## src/rtl/frame_bank_arbiter_if.sv

```systemverilog
// rtl/frame_bank_arbiter_if.sv - writer, scan-out and bank signals of the frame bank arbiter
//
// Purpose: bundles every non-clock/reset signal of frame_bank_arbiter.
//   master : the arbiter's view (drives bank ports, draw_start, rd_data, status pulses)
//   slave  : the surrounding system's view (writer, scan-out, vsync, bank read data)
// Signals:
//   vsync                 vertical sync, synchronous to clk
//   draw_start/draw_done  writer handshake pulses
//   wr_en/wr_addr/wr_data writer pixel strobe, address, value
//   rd_addr/rd_data       scan-out address and front-bank pixel
//   we0/addr0/wd0/do0     bank 0 port
//   we1/addr1/wd1/do1     bank 1 port
//   front_sel/swap/frame_drop  displayed bank index, swap pulse, dropped-frame pulse
interface frame_bank_arbiter_if #(
  parameter int ADDR_WIDTH = 19
);
  logic                  vsync;
  logic                  draw_start;
  logic                  draw_done;
  logic                  wr_en;
  logic [ADDR_WIDTH-1:0] wr_addr;
  logic                  wr_data;
  logic [ADDR_WIDTH-1:0] rd_addr;
  logic                  rd_data;
  logic                  we0;
  logic                  we1;
  logic [ADDR_WIDTH-1:0] addr0;
  logic [ADDR_WIDTH-1:0] addr1;
  logic                  wd0;
  logic                  wd1;
  logic                  do0;
  logic                  do1;
  logic                  front_sel;
  logic                  swap;
  logic                  frame_drop;

  modport master (
    input  vsync, draw_done, wr_en, wr_addr, wr_data, rd_addr, do0, do1,
    output draw_start, rd_data, we0, we1, addr0, addr1, wd0, wd1,
           front_sel, swap, frame_drop
  );

  modport slave (
    output vsync, draw_done, wr_en, wr_addr, wr_data, rd_addr, do0, do1,
    input  draw_start, rd_data, we0, we1, addr0, addr1, wd0, wd1,
           front_sel, swap, frame_drop
  );
endinterface

```

## src/rtl/frame_bank_arbiter.sv

```systemverilog
// rtl/frame_bank_arbiter.sv - double-buffered 1-bit frame bank arbiter with clear/draw/swap sequencing
//
// Purpose: owns two single-port pixel banks. The front bank (index front_sel) is
// read by scan-out; the back bank is cleared, then handed to the writer, then
// swapped to the front on the next vsync rising edge after the writer finishes.
// Ports:
//   clk  rising-edge clock
//   rst  asynchronous active-high reset
//   bus  frame_bank_arbiter_if.master (see interface file for the signal list)
module frame_bank_arbiter #(
  parameter int ADDR_WIDTH = 19,
  parameter int DEPTH      = 307200
) (
  input logic                  clk,
  input logic                  rst,
  frame_bank_arbiter_if.master bus
);

  localparam logic [1:0] CLEAR     = 2'd0;
  localparam logic [1:0] DRAW      = 2'd1;
  localparam logic [1:0] WAIT_SWAP = 2'd2;

  localparam logic [ADDR_WIDTH-1:0] LAST_ADDR = ADDR_WIDTH'(DEPTH - 1);

  logic [1:0]            state;
  logic [ADDR_WIDTH-1:0] clr_cnt;
  logic                  front_sel;
  logic                  front_sel_q;
  logic                  vsync_q;
  logic                  draw_start_r;
  logic                  swap_r;
  logic                  frame_drop_r;

  logic                  vs_rise;
  logic                  back_we;
  logic                  back_wd;
  logic [ADDR_WIDTH-1:0] back_addr;

  assign vs_rise = bus.vsync & ~vsync_q;

  always_ff @(posedge clk or posedge rst) begin
    if (rst) begin
      state        <= CLEAR;
      clr_cnt      <= '0;
      front_sel    <= 1'b0;
      front_sel_q  <= 1'b0;
      vsync_q      <= 1'b0;
      draw_start_r <= 1'b0;
      swap_r       <= 1'b0;
      frame_drop_r <= 1'b0;
    end else begin
      vsync_q      <= bus.vsync;
      front_sel_q  <= front_sel;
      draw_start_r <= 1'b0;
      swap_r       <= 1'b0;
      frame_drop_r <= 1'b0;
      case (state)
        CLEAR: begin
          // A vsync while the back bank is still being cleared cannot be honoured.
          if (vs_rise) frame_drop_r <= 1'b1;
          if (clr_cnt == LAST_ADDR) begin
            clr_cnt      <= '0;
            state        <= DRAW;
            draw_start_r <= 1'b1;
          end else begin
            clr_cnt <= clr_cnt + 1'b1;
          end
        end
        DRAW: begin
          // A vsync coincident with draw_done is still a drop; the swap needs
          // the frame to be complete before the edge arrives.
          if (vs_rise) frame_drop_r <= 1'b1;
          if (bus.draw_done) state <= WAIT_SWAP;
        end
        WAIT_SWAP: begin
          if (vs_rise) begin
            front_sel <= ~front_sel;
            swap_r    <= 1'b1;
            clr_cnt   <= '0;
            state     <= CLEAR;
          end
        end
        default: begin
          state   <= CLEAR;
          clr_cnt <= '0;
        end
      endcase
    end
  end

  // Back bank port, selected by state. Reset gates the write enable directly so
  // an asserted rst stops bank writes in the same cycle, not at the next edge.
  always_comb begin
    back_we   = 1'b0;
    back_wd   = 1'b0;
    back_addr = '0;
    case (state)
      CLEAR: begin
        back_we   = 1'b1;
        back_addr = clr_cnt;
      end
      DRAW: begin
        back_we   = bus.wr_en;
        back_addr = bus.wr_addr;
        back_wd   = bus.wr_data;
      end
      default: begin
        back_we   = 1'b0;
        back_addr = '0;
        back_wd   = 1'b0;
      end
    endcase
    if (rst) back_we = 1'b0;
  end

  // Bank (front_sel) is read-only for scan-out; the other bank gets the back port.
  assign bus.we0   = front_sel & back_we;
  assign bus.wd0   = front_sel & back_wd;
  assign bus.addr0 = front_sel ? back_addr : bus.rd_addr;
  assign bus.we1   = ~front_sel & back_we;
  assign bus.wd1   = ~front_sel & back_wd;
  assign bus.addr1 = front_sel ? bus.rd_addr : back_addr;

  // Bank data returns one cycle after the address, so select it with the
  // delayed index to keep the pixel stream consistent across a swap.
  assign bus.rd_data = front_sel_q ? bus.do1 : bus.do0;

  assign bus.draw_start = draw_start_r;
  assign bus.swap       = swap_r;
  assign bus.frame_drop = frame_drop_r;
  assign bus.front_sel  = front_sel;

endmodule

```

## src/flat_wrapper.sv

```systemverilog
// flat-port wrapper written by rule: the top's interface ports become plain ports
module frame_bank_arbiter_flat 
#(
  parameter int ADDR_WIDTH = 19,
  parameter int DEPTH      = 307200
)
  (clk, rst, bus_vsync, bus_draw_done, bus_wr_en, bus_wr_addr, bus_wr_data, bus_rd_addr, bus_do0, bus_do1, bus_draw_start, bus_rd_data, bus_we0, bus_we1, bus_addr0, bus_addr1, bus_wd0, bus_wd1, bus_front_sel, bus_swap, bus_frame_drop);
  frame_bank_arbiter_if #(.ADDR_WIDTH(ADDR_WIDTH)) bus_i ();
  input logic clk;
  input logic rst;
  input wire logic [$bits(bus_i.vsync)-1:0] bus_vsync;
  input wire logic [$bits(bus_i.draw_done)-1:0] bus_draw_done;
  input wire logic [$bits(bus_i.wr_en)-1:0] bus_wr_en;
  input wire logic [$bits(bus_i.wr_addr)-1:0] bus_wr_addr;
  input wire logic [$bits(bus_i.wr_data)-1:0] bus_wr_data;
  input wire logic [$bits(bus_i.rd_addr)-1:0] bus_rd_addr;
  input wire logic [$bits(bus_i.do0)-1:0] bus_do0;
  input wire logic [$bits(bus_i.do1)-1:0] bus_do1;
  output wire logic [$bits(bus_i.draw_start)-1:0] bus_draw_start;
  output wire logic [$bits(bus_i.rd_data)-1:0] bus_rd_data;
  output wire logic [$bits(bus_i.we0)-1:0] bus_we0;
  output wire logic [$bits(bus_i.we1)-1:0] bus_we1;
  output wire logic [$bits(bus_i.addr0)-1:0] bus_addr0;
  output wire logic [$bits(bus_i.addr1)-1:0] bus_addr1;
  output wire logic [$bits(bus_i.wd0)-1:0] bus_wd0;
  output wire logic [$bits(bus_i.wd1)-1:0] bus_wd1;
  output wire logic [$bits(bus_i.front_sel)-1:0] bus_front_sel;
  output wire logic [$bits(bus_i.swap)-1:0] bus_swap;
  output wire logic [$bits(bus_i.frame_drop)-1:0] bus_frame_drop;
  assign bus_i.vsync = bus_vsync;
  assign bus_i.draw_done = bus_draw_done;
  assign bus_i.wr_en = bus_wr_en;
  assign bus_i.wr_addr = bus_wr_addr;
  assign bus_i.wr_data = bus_wr_data;
  assign bus_i.rd_addr = bus_rd_addr;
  assign bus_i.do0 = bus_do0;
  assign bus_i.do1 = bus_do1;
  assign bus_draw_start = bus_i.draw_start;
  assign bus_rd_data = bus_i.rd_data;
  assign bus_we0 = bus_i.we0;
  assign bus_we1 = bus_i.we1;
  assign bus_addr0 = bus_i.addr0;
  assign bus_addr1 = bus_i.addr1;
  assign bus_wd0 = bus_i.wd0;
  assign bus_wd1 = bus_i.wd1;
  assign bus_front_sel = bus_i.front_sel;
  assign bus_swap = bus_i.swap;
  assign bus_frame_drop = bus_i.frame_drop;
  frame_bank_arbiter #(.ADDR_WIDTH(ADDR_WIDTH), .DEPTH(DEPTH)) u_core (.clk(clk), .rst(rst), .bus(bus_i));
endmodule
```

## config.mk

```make
export PLATFORM = sky130hd
export DESIGN_NAME = frame_bank_arbiter_flat
export DESIGN_NICKNAME = d
export VERILOG_FILES = /design/src/rtl/frame_bank_arbiter_if.sv /design/src/rtl/frame_bank_arbiter.sv /design/src/flat_wrapper.sv
export SDC_FILE = /design/constraint.sdc
export NUM_CORES = 1
export LEC_CHECK = 0
export CAP_MARGIN = 20
export CORE_ASPECT_RATIO = 0.7
export CORE_MARGIN = 5
export CORE_UTILIZATION = 43
export CTS_CLUSTER_DIAMETER = 60
export CTS_CLUSTER_SIZE = 12
export DETAILED_ROUTE_END_ITERATION = 8
export PLACE_DENSITY_LB_ADDON = 0.15
export SYNTH_ARGS = -nofsm -noshare
export SYNTH_HDL_FRONTEND = slang
export SYNTH_SLANG_ARGS = --single-unit
```

## constraint.sdc

```tcl
create_clock -name clk -period 1.9 [get_ports clk]
set_input_delay 0.19 -clock clk [delete_from_list [all_inputs] [get_ports clk]]
set_output_delay 0.19 -clock clk [all_outputs]
set_load 0.01 [all_outputs]
```

**Word level (Yosys, flattened, before mapping)**

Index checks and enable logic that the tools add are counted.

- Add/sub/neg operators: 1
- Equality and inequality tests: 6
- Muxes and demuxes: 19
- Bitwise operators: 8
- Reduce and logical (&&, ||, !) cells: 5

Operator list:

| kind | count |
|---|---|
| $mux 19 | 4 |
| $pmux 19 s3 | 1 |
| $pmux 19 s2 | 1 |
| $add 19x1->19 const B | 1 |
| $eq 19x19->1 const B | 1 |
| $mux 1 | 8 |
| $mux 2 | 3 |
| $pmux 2 s3 | 1 |
| $and 1x1->1 | 5 |
| $ne 2x1->1 const B | 2 |
| $reduce_and 2->1 | 2 |
| $not 1->1 | 3 |
| $reduce_and 3->1 | 1 |
| $eq 2x1->1 const B | 1 |
| $eq 2x2->1 const B | 1 |
| $logic_not 2->1 | 1 |
| $ne 2x2->1 const B | 1 |
| $pmux 1 s2 | 1 |
| $reduce_or 2->1 | 1 |

- Register bits: 27
- Word-level logic and storage cells: 47

**Depth between registers and ports, before layout**

- Depth after elaboration: 4
- Depth in mapped cells: 8
- Mapped depth without buffers: 6

**Worst setup path before layout**

Ideal clock, no wire load.

- Path kind: flip-flop to flip-flop
- From: register u_core.clr_cnt[0]
- To: register u_core.clr_cnt[0]
- Data arrival time: 1,629 ps
- Slack: 147 ps
- Cell stages (with the launch flop): 7
- Cell sequence: dfrtp_1 > ha_1 > nand4_1 > nor3_4 > a21oi_4 > buf_6 > mux2_2

- Word-level cells in the longest chain between the ends: 3

RTL lines:

| what | line | source |
|---|---|---|
| start, declared | frame_bank_arbiter.sv:26 | `logic [ADDR_WIDTH-1:0] clr_cnt;` |
| start signal, assigned | frame_bank_arbiter.sv:66 | `clr_cnt <= clr_cnt + 1'b1;` |
| $add 19x1->19 or $eq 19x19->1 (tied branches) | frame_bank_arbiter.sv:66, frame_bank_arbiter.sv:61 |  |
| $mux 19 (*) | frame_bank_arbiter.sv:61 | `if (clr_cnt == LAST_ADDR) begin` |
| $pmux 19 s3 (*) | frame_bank_arbiter.sv:57 | `case (state)` |

Mark *: on every way between the ends. The rest lies on a longest branch, timed or not.
A chain may end at the register's enable or synchronous reset.

**Worst setup path in the final report**

- From: register u_core.state[0]
- To: output port bus_addr0[6]

- Word-level cells in the longest chain between the ends: 3

RTL lines:

| what | line | source |
|---|---|---|
| start, declared | frame_bank_arbiter.sv:25 | `logic [1:0] state;` |
| start signal, assigned | frame_bank_arbiter.sv:43 | `state <= CLEAR;` |
| start signal, assigned | frame_bank_arbiter.sv:63 | `state <= DRAW;` |
| start signal, assigned | frame_bank_arbiter.sv:73 | `if (bus.draw_done) state <= WAIT_SWAP;` |
| $eq 2x1->1 or $logic_not 2->1 (tied branches) | frame_bank_arbiter.sv:97 | `case (state)` |
| $pmux 19 s2 (*) | frame_bank_arbiter.sv:97 |  |
| $mux 19 (*) | frame_bank_arbiter.sv:119 | `assign bus.addr0 = front_sel ? back_addr : bus.rd_addr;` |
| end, declared | flat_wrapper.sv:23 | `output wire logic [$bits(bus_i.addr0)-1:0] bus_addr0;` |

Marked as above.

==> key figures <==
Power
  – Max rail drop VDD: 0.4356 mV
  – Internal Pwr Total: 1.731 mW
  – Sw frac: 39.58%
  – Leakage Power: 1.680 nW
  – Clock power frac: 11.3%
  – Comb power frac: 58.1%
  – Sequential share of power: 30.5%
  – Pwr/cell area: 774.9 nW/µm²
  – Switch Pwr: 1.134 mW

Synthesis
  – Asr flop ratio synth: 100.0%
  – Leading register cell type out of synthesis: dfrtp_1
  – Distinct cell type count after synthesis: 45
  – Post-synthesis cell count: 267
  – Mapped Nets: 314
  – Average cell area after synthesis: 8.369 µm²
  – Post-synth EDFFs: 0
  – Sequential fraction of the synthesis area: 30.24%
  – Netlist Area Pre-Place: 2235 µm²
  – Ranking of synthesized cells by area: dfrtp_1 30%, mux2_2 11%, mux2i_1 9.4%, o31ai_1 6.4%, nand2_1 5.2%
  – Share of the synthesized area in the top cell type: 30.24%
  – Synth area leader: dfrtp_1
  – Commonest cells post-synth: 31 x nand2_1, 31 x nor2_1, 27 x dfrtp_1, 22 x mux2_2, 21 x mux2i_1
  – Yosys warning total: 0
  – Number of synthesized register bits: 27

Clock network
  – CTS tree: yes
  – Deepest clock path buffer count: 2
  – Root Driver: clkbuf_8
  – H-Tree Depth: 1
  – Total CTS buffers: 3
  – Clk slew on worst S/H paths: 0.09 ns
  – Clock sink total: 27
  – Clk_lat worst skew: 0.27 ns

Timing
  – Setup TNS: -0.3078 ns
  – Final WS setup: -0.1249 ns
  – Max-slew violations: 0
  – Worst-margin pin slew: 0.4836 ns
  – Final Skew: 0.003590 ns
  – Final hold viol count: 0
  – Final count of negative-setup-slack endpoints: 7
  – Final min period: 2.025 ns
  – Slew headroom: 67.69%
  – Worst hold slack: 0.3115 ns
  – RSZ-0062 raised after global routing: yes
  – Peak Freq: 0.4939 GHz
  – Crit share post-route: 106.6%

Cells and area
  – Layout net count: 424
  – ANT cells: 0
  – Area growth syn-to-layout: 65.40%
  – Layout cell share with drive strength beyond 1: 32.45%
  – Fin util: 71.80%

GRT
  – First-pass GRT wire length: 11610 µm
  – Vias in the first global route: 2212
  – Initial antenna violation count: 0
  – Largest net degree at the start of global routing: 45
  – GRT Util Overall: 21.65%
  – Total grt overflow: 0

Worst setup path
  – CP max stage delay: 0.45 ns
  – Setup slack, reg-to-reg: 0.01 ns
  – CP max-delay cell: dfrtp_2
  – FF-to-FF End: u_core.clr_cnt[9]
  – Max FO, Critical Path: 4
  – Reg2Reg Depth: 6
  – Crit-path cells: buf_4, clkbuf_16, buf_4, mux2i_2, nor2_1, mux2_2, clkbuf_2
  – Worst Setup End Kind: output pin
  – Setup crit start kind: flop
  – Top cell by count, worst path: buf_4
  – Arr. time, crit path: 1.83 ns
  – WS Path Type: flop to output pin
  – Worst flop-to-flop path startpoint: u_core.state[0]
  – Worst Path Required: 1.71 ns

Status
  – Violated checks: negative setup slack
  – Run status: finished with violations

Detailed routing
  – DRC: 0
  – Routed Antenna Nets: 0
  – Routed WL per cell: 17.76 µm
  – TritonRoute pass-1 iters: 4
  – Drt initial violations: 124
  – Final WL: 7958 µm
  – Via count: 2405
  – Avg Vias per Cell: 5.368

Floorplanning
  – Die X: 96.17 µm
  – Rows: 22
  – Core Box Area: 5147 µm²
  – Die span in y: 70.32 µm
  – Initial Util: 43.41%
  – Die area: 6762 µm²
  – I/O pin cnt: 93

Hold path
  – Worst Hold Class: primary input to asynchronous set/reset pin

Placement
  – Buffers on Ports: 92
  – Worst slack, placed: 0.0003803 ns
  – RePlAce Congestion: 0.8643
  – DP HPWL: 5763 µm

Run
  – Max_cap viols: 0
==> area by class of cell <==
class                      instances  area (µm²)
clock buffer                       4       45.04
fill                             408        1451
inverter                           9       33.78
multi-input combinational        208        1617
sequential                        27       680.7
tap                               72       90.09
timing repair buffer             128        1230
==> how the worst max path moves through the flow <==
stage | to | start | slack (ns)
floorplan | u_core.clr_cnt[0] | u_core.clr_cnt[0] | 0.15
global route | bus_addr0[6] | u_core.state[0] | -0.20
global placement | bus_addr0[13] | u_core.state[0] | 0.04
finish | bus_addr0[6] | u_core.state[0] | -0.12
CTS | bus_addr0[12] | u_core.state[0] | -0.25
detailed placement | bus_addr0[15] | u_core.state[0] | 0.0004
==> worst max-delay path: cells and delay by family, from the launching register on <==
kind	cells	cell delay, ns
buffers and inverters	4	0.56
multiplexers	2	0.48
flip-flops	1	0.45
AND/OR/NAND/NOR	1	0.07
==> sequential cells by signal, indices dropped and copies added (netlist names) <==
signal and cells:
u_core.bus.draw_start 1, u_core.bus.frame_drop 1, u_core.bus.front_sel 1, u_core.bus.swap 1, u_core.clr_cnt 19, u_core.front_sel_q 1
u_core.state 2, u_core.vsync_q 1
==> per-stage QoR <==
| stage | instances | total power, mW | instance area, µm² |
|---|---|---|---|
| after floorplan | 267 | 1.627 | 2235 |
| after global placement | 432 | 2.470 | 3357 |
| after detailed placement | 432 | 2.509 | 3357 |
| after CTS | 436 | 2.771 | 3442 |
| after global routing | 448 | 3.052 | 3696 |
| final | 448 | 2.864 | 3696 |
==> kinds of logic after synthesis <==
group	count (synthesis)	synth area share, %
AND/OR/NAND/NOR	105	23.74
AO/OA/AOI/OAI	58	17.69
multiplexers	43	20.49
buffers and inverters	32	6.887
flip-flops	27	30.24
XOR/XNOR	1	0.3920
adder cells (fa/ha/maj)	1	0.5598
==> cell usage in the layout, fill, tap and decap left out, drive strengths merged, types with 10 or more instances in the layout <==
master and instances:
clkdlybuf4s50 50, buf 46, nand2 32, nor2 31, dfrtp 27, mux2 22
mux2i 21, o31ai 19, clkbuf 18, o21ai 14, nand3 11, a21oi 10
==> routing by layer <==
layer	track usage, %	up-vias	share of wire (%)
li1	-	1174	-
met1	34.69	1136	49
met2	31.29	86	43
met3	2.691	9	7.3
met4	2.839	0	1.1
met5	0	-	0
==> what timing repair did <==
item / CTS / global route
endpoints found under the setup margin: 41 / 22
gates cloned: 0 / 1
pin swaps: 0 / 3
resized for setup: 50 / 116
buffers inserted: 0 / 11
hold buffers: 0 / 0
==> power groups by stage <==
stage	logic, mW	clock network [mW]	registers (mW)
after floorplan	0.820	0	0.807
after global placement	1.63	0	0.845
after detailed placement	1.66	0	0.851
after CTS	1.59	0.332	0.849
after global routing	1.80	0.361	0.888
final	1.66	0.325	0.875
No activity file was read; power rests on OpenSTA's default activity.
